<file path="src/rtl/buffer_burst_arbiter.sv">
`default_nettype none
// ============================================================================
//  Module   : buffer_burst_arbiter
//  Purpose  : Arbitrates burst reads of a shared buffer among NumReq routers
//             and returns the beats to the owner. The buffer has one cycle of
//             read latency. Round-robin selection is used when
//             ARB_ROUND_ROBIN_EN is defined. Otherwise the lowest index wins.
//  Revision : 1.0 - initial release
// ============================================================================
module buffer_burst_arbiter #(
    parameter int NumReq    = 4,
    parameter int Depth     = 32,
    parameter int DataWidth = 8,
    parameter int MaxWidth  = 9,
    parameter int AddrWidth = $clog2(Depth),
    parameter int LenWidth  = $clog2(MaxWidth + 1),
    parameter int IdxWidth  = $clog2(MaxWidth)
) (
    input  logic                          clk,
    input  logic                          rst_n,
    input  logic [NumReq-1:0]             reqEn,
    input  logic [NumReq*AddrWidth-1:0]   reqAddr,
    input  logic [NumReq*LenWidth-1:0]    reqLen,
    output logic [NumReq-1:0]             grant,
    output logic                          bufReadEn,
    output logic [AddrWidth-1:0]          bufReadAddr,
    input  logic [DataWidth-1:0]          bufDataIn,
    output logic [DataWidth-1:0]          dataOut,
    output logic [IdxWidth-1:0]           dataIdx,
    output logic [NumReq-1:0]             dataValid,
    output logic [NumReq-1:0]             done
);

    localparam int c_ptr_width = (NumReq > 1) ? $clog2(NumReq) : 1;

    typedef enum logic [1:0] {
        IDLE  = 2'd0,
        BURST = 2'd1,
        DRAIN = 2'd2
    } state_t;

    state_t                   state_q, state_d;
    logic [c_ptr_width-1:0]   ptr_q, ptr_d;
    logic [NumReq-1:0]        grant_q, grant_d;
    logic [AddrWidth-1:0]     addr_q, addr_d;
    logic [LenWidth-1:0]      rem_q, rem_d;
    logic [IdxWidth-1:0]      idx_q, idx_d;
    logic                     zlen_q, zlen_d;
    // Stage 1: beat issued last cycle, its read data arrives this cycle
    logic                     v1_q, v1_d;
    logic                     last1_q, last1_d;
    logic [IdxWidth-1:0]      idx1_q, idx1_d;
    // Stage 2: registered outputs
    logic [DataWidth-1:0]     dout_q, dout_d;
    logic [IdxWidth-1:0]      didx_q, didx_d;
    logic [NumReq-1:0]        dvalid_q, dvalid_d;
    logic [NumReq-1:0]        done_q, done_d;

    logic [AddrWidth-1:0]     w_req_addr [NumReq];
    logic [LenWidth-1:0]      w_req_len  [NumReq];
    logic                     w_win_found;
    logic [c_ptr_width-1:0]   w_win_idx;

    generate
        for (genvar gi = 0; gi < NumReq; gi++) begin : g_unpack
            logic [LenWidth-1:0] w_raw_len;
            assign w_raw_len      = reqLen[gi*LenWidth +: LenWidth];
            assign w_req_addr[gi] = reqAddr[gi*AddrWidth +: AddrWidth];
            assign w_req_len[gi]  = (w_raw_len > LenWidth'(MaxWidth)) ?
                                    LenWidth'(MaxWidth) : w_raw_len;
        end
    endgenerate

    // Search begins at ptr_q; in fixed-priority builds ptr_q never leaves 0.
    always_comb begin
        int cand;
        logic [c_ptr_width-1:0] cand_idx;
        cand        = 0;
        cand_idx    = '0;
        w_win_found = 1'b0;
        w_win_idx   = '0;
        for (int i = 0; i < NumReq; i++) begin
            cand = int'(ptr_q) + i;
            if (cand >= NumReq) begin
                cand = cand - NumReq;
            end
            cand_idx = c_ptr_width'(cand);
            if (!w_win_found && reqEn[cand_idx]) begin
                w_win_found = 1'b1;
                w_win_idx   = cand_idx;
            end
        end
    end

    always_comb begin
        state_d  = state_q;
        ptr_d    = ptr_q;
        grant_d  = grant_q;
        addr_d   = addr_q;
        rem_d    = rem_q;
        idx_d    = idx_q;
        zlen_d   = zlen_q;
        v1_d     = 1'b0;
        last1_d  = 1'b0;
        idx1_d   = idx_q;
        dout_d   = dout_q;
        didx_d   = didx_q;
        dvalid_d = v1_q ? grant_q : '0;
        done_d   = last1_q ? grant_q : '0;
        if (v1_q) begin
            dout_d = bufDataIn;
            didx_d = idx1_q;
        end
        // Ownership ends on the cycle the done pulse becomes visible.
        if (last1_q) begin
            grant_d = '0;
        end

        case (state_q)
            IDLE: begin
                // Wait until the previous owner has seen its done pulse.
                if (w_win_found && (grant_q == '0) && (done_q == '0)) begin
                    grant_d = NumReq'(1) << w_win_idx;
                    addr_d  = w_req_addr[w_win_idx];
                    rem_d   = w_req_len[w_win_idx];
                    idx_d   = '0;
                    zlen_d  = (w_req_len[w_win_idx] == '0);
                    state_d = (w_req_len[w_win_idx] == '0) ? DRAIN : BURST;
`ifdef ARB_ROUND_ROBIN_EN
                    ptr_d   = (int'(w_win_idx) == NumReq - 1) ? '0 :
                              w_win_idx + c_ptr_width'(1);
`endif
                end
            end
            BURST: begin
                v1_d    = 1'b1;
                last1_d = (rem_q == LenWidth'(1));
                addr_d  = (addr_q == AddrWidth'(Depth - 1)) ? '0 :
                          addr_q + AddrWidth'(1);
                rem_d   = rem_q - LenWidth'(1);
                idx_d   = idx_q + IdxWidth'(1);
                if (rem_q == LenWidth'(1)) begin
                    state_d = DRAIN;
                end
            end
            DRAIN: begin
                // A zero-length burst injects a data-less last token here.
                last1_d = zlen_q;
                zlen_d  = 1'b0;
                state_d = IDLE;
            end
            default: begin
                state_d = IDLE;
            end
        endcase
    end

    always_ff @(posedge clk or negedge rst_n) begin
        if (!rst_n) begin
            state_q <= IDLE;
        end else begin
            state_q <= state_d;
        end
    end

    always_ff @(posedge clk or negedge rst_n) begin
        if (!rst_n) begin
            ptr_q    <= '0;
            grant_q  <= '0;
            addr_q   <= '0;
            rem_q    <= '0;
            idx_q    <= '0;
            zlen_q   <= 1'b0;
            v1_q     <= 1'b0;
            last1_q  <= 1'b0;
            idx1_q   <= '0;
            dout_q   <= '0;
            didx_q   <= '0;
            dvalid_q <= '0;
            done_q   <= '0;
        end else begin
            ptr_q    <= ptr_d;
            grant_q  <= grant_d;
            addr_q   <= addr_d;
            rem_q    <= rem_d;
            idx_q    <= idx_d;
            zlen_q   <= zlen_d;
            v1_q     <= v1_d;
            last1_q  <= last1_d;
            idx1_q   <= idx1_d;
            dout_q   <= dout_d;
            didx_q   <= didx_d;
            dvalid_q <= dvalid_d;
            done_q   <= done_d;
        end
    end

    assign grant       = grant_q;
    assign bufReadEn   = (state_q == BURST);
    assign bufReadAddr = addr_q;
    assign dataOut     = dout_q;
    assign dataIdx     = didx_q;
    assign dataValid   = dvalid_q;
    assign done        = done_q;

endmodule

`default_nettype wire

</file>
<file path="config.mk">
export PLATFORM = sky130hd
export DESIGN_NAME = buffer_burst_arbiter
export DESIGN_NICKNAME = d
export VERILOG_FILES = /design/src/rtl/buffer_burst_arbiter.sv
export SDC_FILE = /design/constraint.sdc
export NUM_CORES = 1
export LEC_CHECK = 0
export ABC_AREA = 1
export BUFFER_PORTS_ARGS = -buffer_cell sky130_fd_sc_hd__buf_2
export CORE_MARGIN = 4
export CORE_UTILIZATION = 40
export CTS_CLUSTER_SIZE = 25
export DETAILED_ROUTE_END_ITERATION = 8
export HOLD_SLACK_MARGIN = 0.02
export PLACE_DENSITY = 0.71
export SLEW_MARGIN = 10
export SYNTH_ARGS = -nofsm -noshare
export SYNTH_HDL_FRONTEND = slang
export SYNTH_SLANG_ARGS = --single-unit
</file>
<file path="constraint.sdc">
create_clock -name clk -period 1.45 [get_ports clk]
set_input_delay 0.145 -clock clk [delete_from_list [all_inputs] [get_ports clk]]
set_output_delay 0.145 -clock clk [all_outputs]
set_load 0.05 [all_outputs]
</file>
==> flow_metrics.py, run 1 <==
metrics = {
    "clock_network": {
        "insertion_delay_ns": 0.30,
        "clock_sinks": 46,
        "clock_tree.htree_level_count": 2,
        "clk_pin_slew_ns": 0.08,
        "cts-buffers-inserted": 5,
        "clock_tree.root_cell": "sky130_fd_sc_hd__clkbuf_8",
        "clock_path_buffers": 2,
        "cts_tree": "done",
    },
    "floorplanning": {
        "initial_core_util_pct": 41.9,
        "die_area_um2": 7600,
        "die-height_um": 87.2,
        "ios": 80,
        "rows": 28,
        "design.core.area_um2": 5990,
        "fp.dieW_um": 87.2,
    },
    "run": {
        "max-cap-violations": 0,
    },
    "routing": {
        "dr.pass1.iters": 4,
        "wl_um": 5490,
        "drt_iter0_drcs": 53,
        "route.detailed.vias_per_inst": 4.69,
        "postRouteAntennaNets": 0,
        "routed-via-count": 2258,
        "drt-wirelength-per-cell_um": 11.4,
        "drc_errors": 0,
    },
    "sta": {
        "timing.final.max_slew_violations": 0,
        "finalHoldWorstSlack_ns": 0.0805,
        "timing.slew.headroom_pct": 66.7,
        "layout_setup_ws_ns": -0.0390,
        "fin_worst_skew_ns": 0.0100,
        "grt_setup_unrepaired": "yes",
        "worst_pin_slew_ns": 0.500,
        "hold_violations": 0,
        "count_of_final_setup_violators": 2,
        "fmax_mhz": 672,
        "timing.final.crit_period_ns": 1.49,
        "min_period_over_period_pct": 103,
    },
    "cells_and_area": {
        "drive_above_1_share_pct": 42.1,
        "finish.cell_count_without_fillers": 481,
        "n_antenna_cell": 0,
        "fillerInstances": 526,
        "multi_input_area_um2": 1250,
        "ff_latch_area_um2": 1160,
        "final_net_count": 463,
        "syn2layout_area_growth_pct": 35.0,
    },
    "pwr": {
        "powerDensity_nw_per_um2": 677,
        "share_seq_of_total_power_pct": 55.9,
        "comb_power_share_pct": 11.7,
        "power.leakage_nw": 1.86,
        "power.clock.fraction_pct": 32.4,
        "vdd_drop_max_mv": 0.402,
        "p_switching_mw": 0.558,
        "report.power.total_mw": 2.29,
        "p_sw_share_pct": 24.3,
        "p_int_mw": 1.73,
    },
    "yosys": {
        "synth.distinct_cells": 32,
        "ys_seq_elements": 46,
        "syn_inst": 302,
        "ys_warn_count": 0,
        "syn-cell-area_um2": 2510,
        "synthTopCellsByArea": "sky130_fd_sc_hd__dfrtp_1, sky130_fd_sc_hd__nand2_1, sky130_fd_sc_hd__nor2_1",
        "synth_area_leader_cell": "sky130_fd_sc_hd__dfrtp_1",
        "synth_sequential_area_ratio_pct": 45.9,
        "synthesized_area_per_cell_um2": 8.31,
        "syn_nets": 360,
        "synthDominantCellAreaShare_pct": 45.9,
    },
    "run_status": {
        "failed_checks": "setup timing",
        "run_status": "complete, but fails checks",
    },
    "placed_design": {
        "placement_setup_slack_ns": -0.0662,
        "place_inst": 470,
        "io_buffer_count": 79,
        "routabilityCongestion": 0.828,
        "dp_hpwl_um": 4260,
    },
    "worst_setup_path": {
        "sort_of_element_at_the_end_of_the_critical_path": "flip-flop",
        "critical_path.startpoint": "bufReadAddr[0]$_DFFE_PN0P_",
        "worstSetupPathType": "flip-flop to flip-flop",
        "destination_of_the_critical_timing_path": "bufReadAddr[2]$_DFFE_PN0P_",
        "cp.required_ns": 1.67,
        "timing.critical_path.fanout_max": 3,
        "type_of_origin_of_the_critical_path": "flip-flop",
        "critical_path.reg2reg.startpoint": "bufReadAddr[0]$_DFFE_PN0P_",
        "ff2ff_setup_slack_ns": -0.04,
        "cp.arrival_ns": 1.71,
        "r2r_end": "bufReadAddr[2]$_DFFE_PN0P_",
        "rr_worst_depth": 8,
    },
    "grt": {
        "grt_ovf": 0,
        "grt.total_usage_pct": 14.9,
        "grt_start_max_net_pins": 29,
        "grt_pass1_wl_um": 9140,
        "grt_antenna_before_repair": 0,
        "first_global_vias": 2142,
    },
    "hold_path": {
        "timing.hold.worst.class": "primary input to flip-flop",
        "hold_path_startpoint": "bufDataIn[2]",
    },
}
## how the worst min path moves through the flow
stage | end | slack, ns | depth (start not counted)
2_1_floorplan | bufReadAddr[0]$_DFFE_PN0P_ | -0.15 | 0
3_3_place_gp | dataOut[6]$_DFFE_PN0P_ | 0.12 | 1
3_5_place_dp | dataOut[6]$_DFFE_PN0P_ | 0.12 | 1
4_1_cts | dataOut[2]$_DFFE_PN0P_ | 0.07 | 2
5_1_grt | dataOut[4]$_DFFE_PN0P_ | 0.07 | 2
6_report | dataOut[2]$_DFFE_PN0P_ | 0.08 | 2
## registers in the layout, summed over array words and instances, names as in the netlist
signal       count
dataOut          8
zlen_q           1
idx1_d           4
v1_q             1
dataValid        4
grant            4
rem_q            4
done             4
dataIdx          4
last1_q          1
bufReadAddr      5
idx1_q           4
state_q          2
## layer usage
metal  vias to the layer above  wire, µm  track usage, %
met5                         -         0               0
met4                         0        89            5.02
met3                         8       479            2.65
met2                        87      2410            26.3
met1                       989      2520            18.2
li1                       1174         -               -
## what timing repair did
action                                  4_1_cts  5_1_grt
endpoints found under the setup margin        6       14
buffers inserted                              0        2
hold buffers                                  1        0
endpoints found under the hold margin        18        0
gates resized for setup                      12       18
pin swaps                                     3        5
## area by class of cell
| cell class | count | share of cell area (%) |
|---|---|---|
| tap | 75 | 2.77 |
| inverter | 38 | 4.43 |
| timing repair buffer | 104 | 18.9 |
| sequential | 46 | 34.4 |
| multi-input combinational | 210 | 37.1 |
| clock inverter | 1 | 0.222 |
| clock buffer | 7 | 2.25 |
## cells in the mapped netlist
library cell / n
sky130_fd_sc_hd__nand2_1: 65
sky130_fd_sc_hd__dfrtp_1: 46
sky130_fd_sc_hd__nor2_1: 36
sky130_fd_sc_hd__inv_1: 35
sky130_fd_sc_hd__nand3_1: 25
sky130_fd_sc_hd__o21ai_0: 19
sky130_fd_sc_hd__a21oi_1: 16
sky130_fd_sc_hd__mux2_2: 12
sky130_fd_sc_hd__ha_1: 8
sky130_fd_sc_hd__nand2_2: 5
sky130_fd_sc_hd__inv_2: 3
sky130_fd_sc_hd__nand3_2: 3
sky130_fd_sc_hd__xor2_1: 3
sky130_fd_sc_hd__buf_2: 2
sky130_fd_sc_hd__buf_4: 2
sky130_fd_sc_hd__clkbuf_1: 2
sky130_fd_sc_hd__nand2_4: 2
sky130_fd_sc_hd__nand3b_1: 2
sky130_fd_sc_hd__nor2_4: 2
sky130_fd_sc_hd__o211ai_1: 2
sky130_fd_sc_hd__a21boi_0: 1
sky130_fd_sc_hd__buf_6: 1
sky130_fd_sc_hd__buf_8: 1
sky130_fd_sc_hd__nand3_4: 1
sky130_fd_sc_hd__nand4_1: 1
sky130_fd_sc_hd__nor2_2: 1
sky130_fd_sc_hd__nor3b_1: 1
sky130_fd_sc_hd__o21ai_1: 1
sky130_fd_sc_hd__o21ai_2: 1
sky130_fd_sc_hd__o22ai_1: 1
sky130_fd_sc_hd__o31ai_1: 1
sky130_fd_sc_hd__or2_2: 1
## power groups by stage
stage / logic, mW / registers, mW / clock network [mW]
floorplan: 0.141 / 1.31 / 0
global placement: 0.263 / 1.31 / 0
detailed placement: 0.267 / 1.31 / 0
CTS: 0.270 / 1.28 / 0.782
global route: 0.307 / 1.28 / 0.827
finish: 0.268 / 1.28 / 0.744
## cell families (layout without fill, tap and decap cells)
kind of cell             count (synthesis)  in the layout  share of synthesized area (%)
buffers and inverters                   46            150                           8.03
AO/OA/AOI/OAI                           42             42                           8.98
flip-flops                              46             46                           45.9
XOR/XNOR                                 3              3                           1.05
multiplexers                            12             12                           5.39
AND/OR/NAND/NOR                        145            145                           26.7
adder cells (fa/ha/maj)                  8              8                           3.99
## critical path, stage by stage (launching register included)
cell and delay, ns:
sky130_fd_sc_hd__dfrtp_2 0.43, sky130_fd_sc_hd__ha_4 0.16, sky130_fd_sc_hd__nand2_2 0.07, sky130_fd_sc_hd__nor2_2 0.04, sky130_fd_sc_hd__ha_2 0.15, sky130_fd_sc_hd__or2_4 0.23, sky130_fd_sc_hd__nor3b_2 0.15, sky130_fd_sc_hd__nor2_1 0.05
sky130_fd_sc_hd__a21oi_1 0.12
## stage by stage
stage                     setup TNS, ns  instance area (µm²)  utilization, %
final                           -0.0484                 3390            56.5
after global routing             -0.519                 3390            56.5
after CTS                       -0.0570                 3310            55.3
after detailed placement         -0.125                 3170            53.0
after global placement          -0.0234                 3170            53.0
after floorplan                   -1.03                 2570               -
## layout by cell type (no fill, tap or decap), types with 2 or more instances in the layout
cell type | netlist | routed
sky130_fd_sc_hd__buf_2 | 2 | 78
sky130_fd_sc_hd__nand2_1 | 65 | 64
sky130_fd_sc_hd__dfrtp_1 | 46 | 36
sky130_fd_sc_hd__inv_1 | 35 | 32
sky130_fd_sc_hd__nor2_1 | 36 | 31
sky130_fd_sc_hd__nand3_1 | 25 | 25
sky130_fd_sc_hd__buf_4 | 2 | 18
sky130_fd_sc_hd__o21ai_0 | 19 | 17
sky130_fd_sc_hd__mux2_2 | 12 | 12
sky130_fd_sc_hd__a21oi_1 | 16 | 10
sky130_fd_sc_hd__dfrtp_2 | 0 | 10
sky130_fd_sc_hd__a21oi_2 | 0 | 6
sky130_fd_sc_hd__nand2_2 | 5 | 5
sky130_fd_sc_hd__nor2_2 | 1 | 5
sky130_fd_sc_hd__inv_2 | 3 | 5
sky130_fd_sc_hd__clkbuf_8 | 0 | 5
sky130_fd_sc_hd__ha_1 | 8 | 4
sky130_fd_sc_hd__buf_6 | 1 | 4
sky130_fd_sc_hd__nor2_4 | 2 | 3
sky130_fd_sc_hd__nand3_2 | 3 | 3
sky130_fd_sc_hd__nand2_4 | 2 | 3
sky130_fd_sc_hd__xor2_1 | 3 | 3
sky130_fd_sc_hd__ha_4 | 0 | 3
sky130_fd_sc_hd__buf_12 | 0 | 3
sky130_fd_sc_hd__nand3b_1 | 2 | 2
sky130_fd_sc_hd__o21ai_2 | 1 | 2
sky130_fd_sc_hd__o21ai_1 | 1 | 2
sky130_fd_sc_hd__o211ai_1 | 2 | 2
sky130_fd_sc_hd__clkbuf_1 | 2 | 2
(Power assumes the default switching activity.)
==> inputs of run 2 (changes only) <==
--- a/config.mk
+++ b/config.mk
@@ -7,6 +7,7 @@
 export LEC_CHECK = 0
 export ABC_AREA = 1
 export BUFFER_PORTS_ARGS = -buffer_cell sky130_fd_sc_hd__buf_2
+export CAP_MARGIN = 20
 export CORE_MARGIN = 4
 export CORE_UTILIZATION = 40
 export CTS_CLUSTER_SIZE = 25
==> constraint.sdc (replaced) <==
create_clock -name clk -period 1.45 [get_ports clk]
set_input_delay 0 -clock clk [delete_from_list [all_inputs] [get_ports clk]]
set_output_delay 0 -clock clk [all_outputs]
set_load 0.05 [all_outputs]
==> run 2 against run 1 <==
The run still ends with setup timing left; die area unchanged; worst setup slack worse by 0.013 ns; utilization up 1.2 points; clock power up 16%; critical endpoint unchanged; largest power group unchanged.
==> flow_metrics.py, run 2 (same netlist as run 1, synthesis figures left out) <==
metrics = {
    "grt": {
        "grt_start_max_net_pins": 29,
        "grt_ovf": 0,
        "grt.total_usage_pct": 15.1,
        "grt_pass1_wl_um": 9290,
        "grt_antenna_before_repair": 0,
        "first_global_vias": 2201,
    },
    "clock_network": {
        "clock_sinks": 46,
        "cts_tree": "done",
        "number_of_setup_buffers_added_after_cts": 0,
        "clock_path_buffers": 2,
        "insertion_delay_ns": 0.30,
        "clock_tree.htree_level_count": 2,
        "cts-buffers-inserted": 5,
        "clock_tree.root_cell": "sky130_fd_sc_hd__clkbuf_8",
        "clk_pin_slew_ns": 0.08,
    },
    "cells_and_area": {
        "drive_above_1_share_pct": 41.5,
        "most_frequent_cells_in_the_layout": "sky130_fd_sc_hd__buf_2, sky130_fd_sc_hd__nand2_1, sky130_fd_sc_hd__dfrtp_1",
        "syn2layout_area_growth_pct": 37.8,
        "largest_register_ff_count": 8,
        "n_antenna_cell": 0,
        "mostFrequentLayoutCell": "sky130_fd_sc_hd__buf_2",
        "finish.cell_count_without_fillers": 487,
        "final_design_area_no_fill_um2": 3460,
        "final_net_count": 469,
    },
    "floorplanning": {
        "initial_core_util_pct": 41.9,
        "ios": 80,
        "fp.dieW_um": 87.2,
        "die_area_um2": 7600,
        "die-height_um": 87.2,
        "rows": 28,
        "design.core.area_um2": 5990,
    },
    "placed_design": {
        "dp_hpwl_um": 4190,
        "routabilityCongestion": 0.818,
        "io_buffer_count": 79,
        "place_inst": 469,
        "dpl_cell_area_um2": 3170,
    },
    "routing": {
        "wl_um": 5590,
        "drc_errors": 0,
        "dr.pass1.iters": 4,
        "drt_iter0_drcs": 55,
        "routed-via-count": 2252,
        "route.detailed.vias_per_inst": 4.62,
        "drt-wirelength-per-cell_um": 11.5,
        "postRouteAntennaNets": 0,
    },
    "worst_setup_path": {
        "cp.arrival_ns": 1.73,
        "worst_path_max_delay_cell": "sky130_fd_sc_hd__dfrtp_2",
        "worst_path_largest_cell_delay_ns": 0.43,
        "worst_path_cell_chain": "ha_4 > nand2_2 > nor2_2 > ha_2 > or2_4 > nor3b_2 > nor2_1 > a21oi_1",
        "type_of_origin_of_the_critical_path": "flip-flop",
        "sort_of_element_at_the_end_of_the_critical_path": "flip-flop",
        "r2r_end": "bufReadAddr[2]$_DFFE_PN0P_",
        "ff2ff_setup_slack_ns": -0.05,
        "rr_worst_depth": 8,
        "worstSetupPathType": "flip-flop to flip-flop",
        "critical_path.reg2reg.startpoint": "bufReadAddr[0]$_DFFE_PN0P_",
        "cp.required_ns": 1.67,
        "timing.critical_path.fanout_max": 3,
    },
    "sta": {
        "timing.final.crit_period_ns": 1.50,
        "timing.slew.headroom_pct": 67.4,
        "min_period_over_period_pct": 104,
        "fin_worst_skew_ns": 0.00458,
        "hold_violations": 0,
        "fmax_mhz": 666,
        "layout_setup_ws_ns": -0.0517,
        "grt_setup_unrepaired": "yes",
        "timing.final.max_slew_violations": 0,
        "worst_pin_slew_ns": 0.489,
        "tns_ns": -0.0927,
        "count_of_final_setup_violators": 2,
    },
    "run": {
        "max-cap-violations": 0,
    },
    "hold_path": {
        "capture_endpoint_of_the_worst_hold_path": "grant[2]$_DFF_PN0_",
        "timing.hold.worst.class": "primary input to flip-flop",
        "cell_depth_of_the_worst_hold_path": 4,
        "hold_path_startpoint": "reqEn[0]",
    },
    "pwr": {
        "p_sw_share_pct": 23.9,
        "p_int_mw": 1.84,
        "power.clock.fraction_pct": 35.5,
        "vdd_drop_max_mv": 0.415,
        "share_seq_of_total_power_pct": 52.9,
        "comb_power_share_pct": 11.7,
        "p_switching_mw": 0.580,
        "powerDensity_nw_per_um2": 701,
        "power.leakage_nw": 1.89,
    },
    "run_status": {
        "run_status": "complete, but fails checks",
        "failed_checks": "setup timing",
    },
}
run 2: worst max-delay path by stage:
stage	start	depth (start not counted)	slack (ns)	endpoint
3_5_place_dp	bufReadAddr[0]$_DFFE_PN0P_	8	-0.07	bufReadAddr[2]$_DFFE_PN0P_
6_report	bufReadAddr[0]$_DFFE_PN0P_	8	-0.05	bufReadAddr[2]$_DFFE_PN0P_
4_1_cts	bufReadAddr[1]$_DFFE_PN0P_	8	-0.04	bufReadAddr[2]$_DFFE_PN0P_
3_3_place_gp	bufReadAddr[0]$_DFFE_PN0P_	8	-0.03	bufReadAddr[2]$_DFFE_PN0P_
5_1_grt	bufReadAddr[0]$_DFFE_PN0P_	8	-0.14	bufReadAddr[2]$_DFFE_PN0P_
2_1_floorplan	bufReadAddr[0]$_DFFE_PN0P_	8	-0.17	bufReadAddr[2]$_DFFE_PN0P_
run 2: metrics by stage:
stage	total power, mW	utilization, %	hold WS [ns]	setup WS, ns
finish	2.42	57.7	0.0253	-0.0517
CTS	2.46	56.7	0.0275	-0.0410
global placement	1.57	52.9	-0.0269	-0.0254
detailed placement	1.57	52.9	-0.0289	-0.0673
global route	2.55	57.7	0.0594	-0.143
floorplan	1.45	-	-0.296	-0.175
run 2: what timing repair did:
action                     4_1_cts  5_1_grt
pin swaps                        5        8
setup endpoints to repair        3       12
gates resized for setup          5       21
hold endpoints to repair        55        0
hold buffers                    10        0
run 2: power by group through the flow:
stage | registers (mW) | logic [mW] | clock network, mW
floorplan | 1.31 | 0.141 | 0
global placement | 1.31 | 0.260 | 0
detailed placement | 1.31 | 0.263 | 0
CTS | 1.28 | 0.284 | 0.893
global route | 1.28 | 0.324 | 0.949
finish | 1.28 | 0.283 | 0.860
run 2: final cells by class:
class,instances,area [µm²]
Multi-Input combinational cell,210,1260
Sequential cell,46,1160
Tap cell,75,93.8
Clock inverter,1,8.76
Timing Repair Buffer,110,679
Fill cell,542,2530
Clock buffer,7,96.3
Inverter,38,150
run 2: per-layer routing:
layer	vias to the layer above	track usage, %	wire, µm
met5	-	0	0
met4	0	4.88	55
met1	987	18.9	2610
met3	6	3.88	472
met2	74	25.5	2450
li1	1185	-	-
run 2: worst max-delay path: cells and delay by family (launching register included):
family	cells	cell delay, ns
compound gates	1	0.11
fa+ha+maj	2	0.32
flops	1	0.43
simple gates	5	0.56
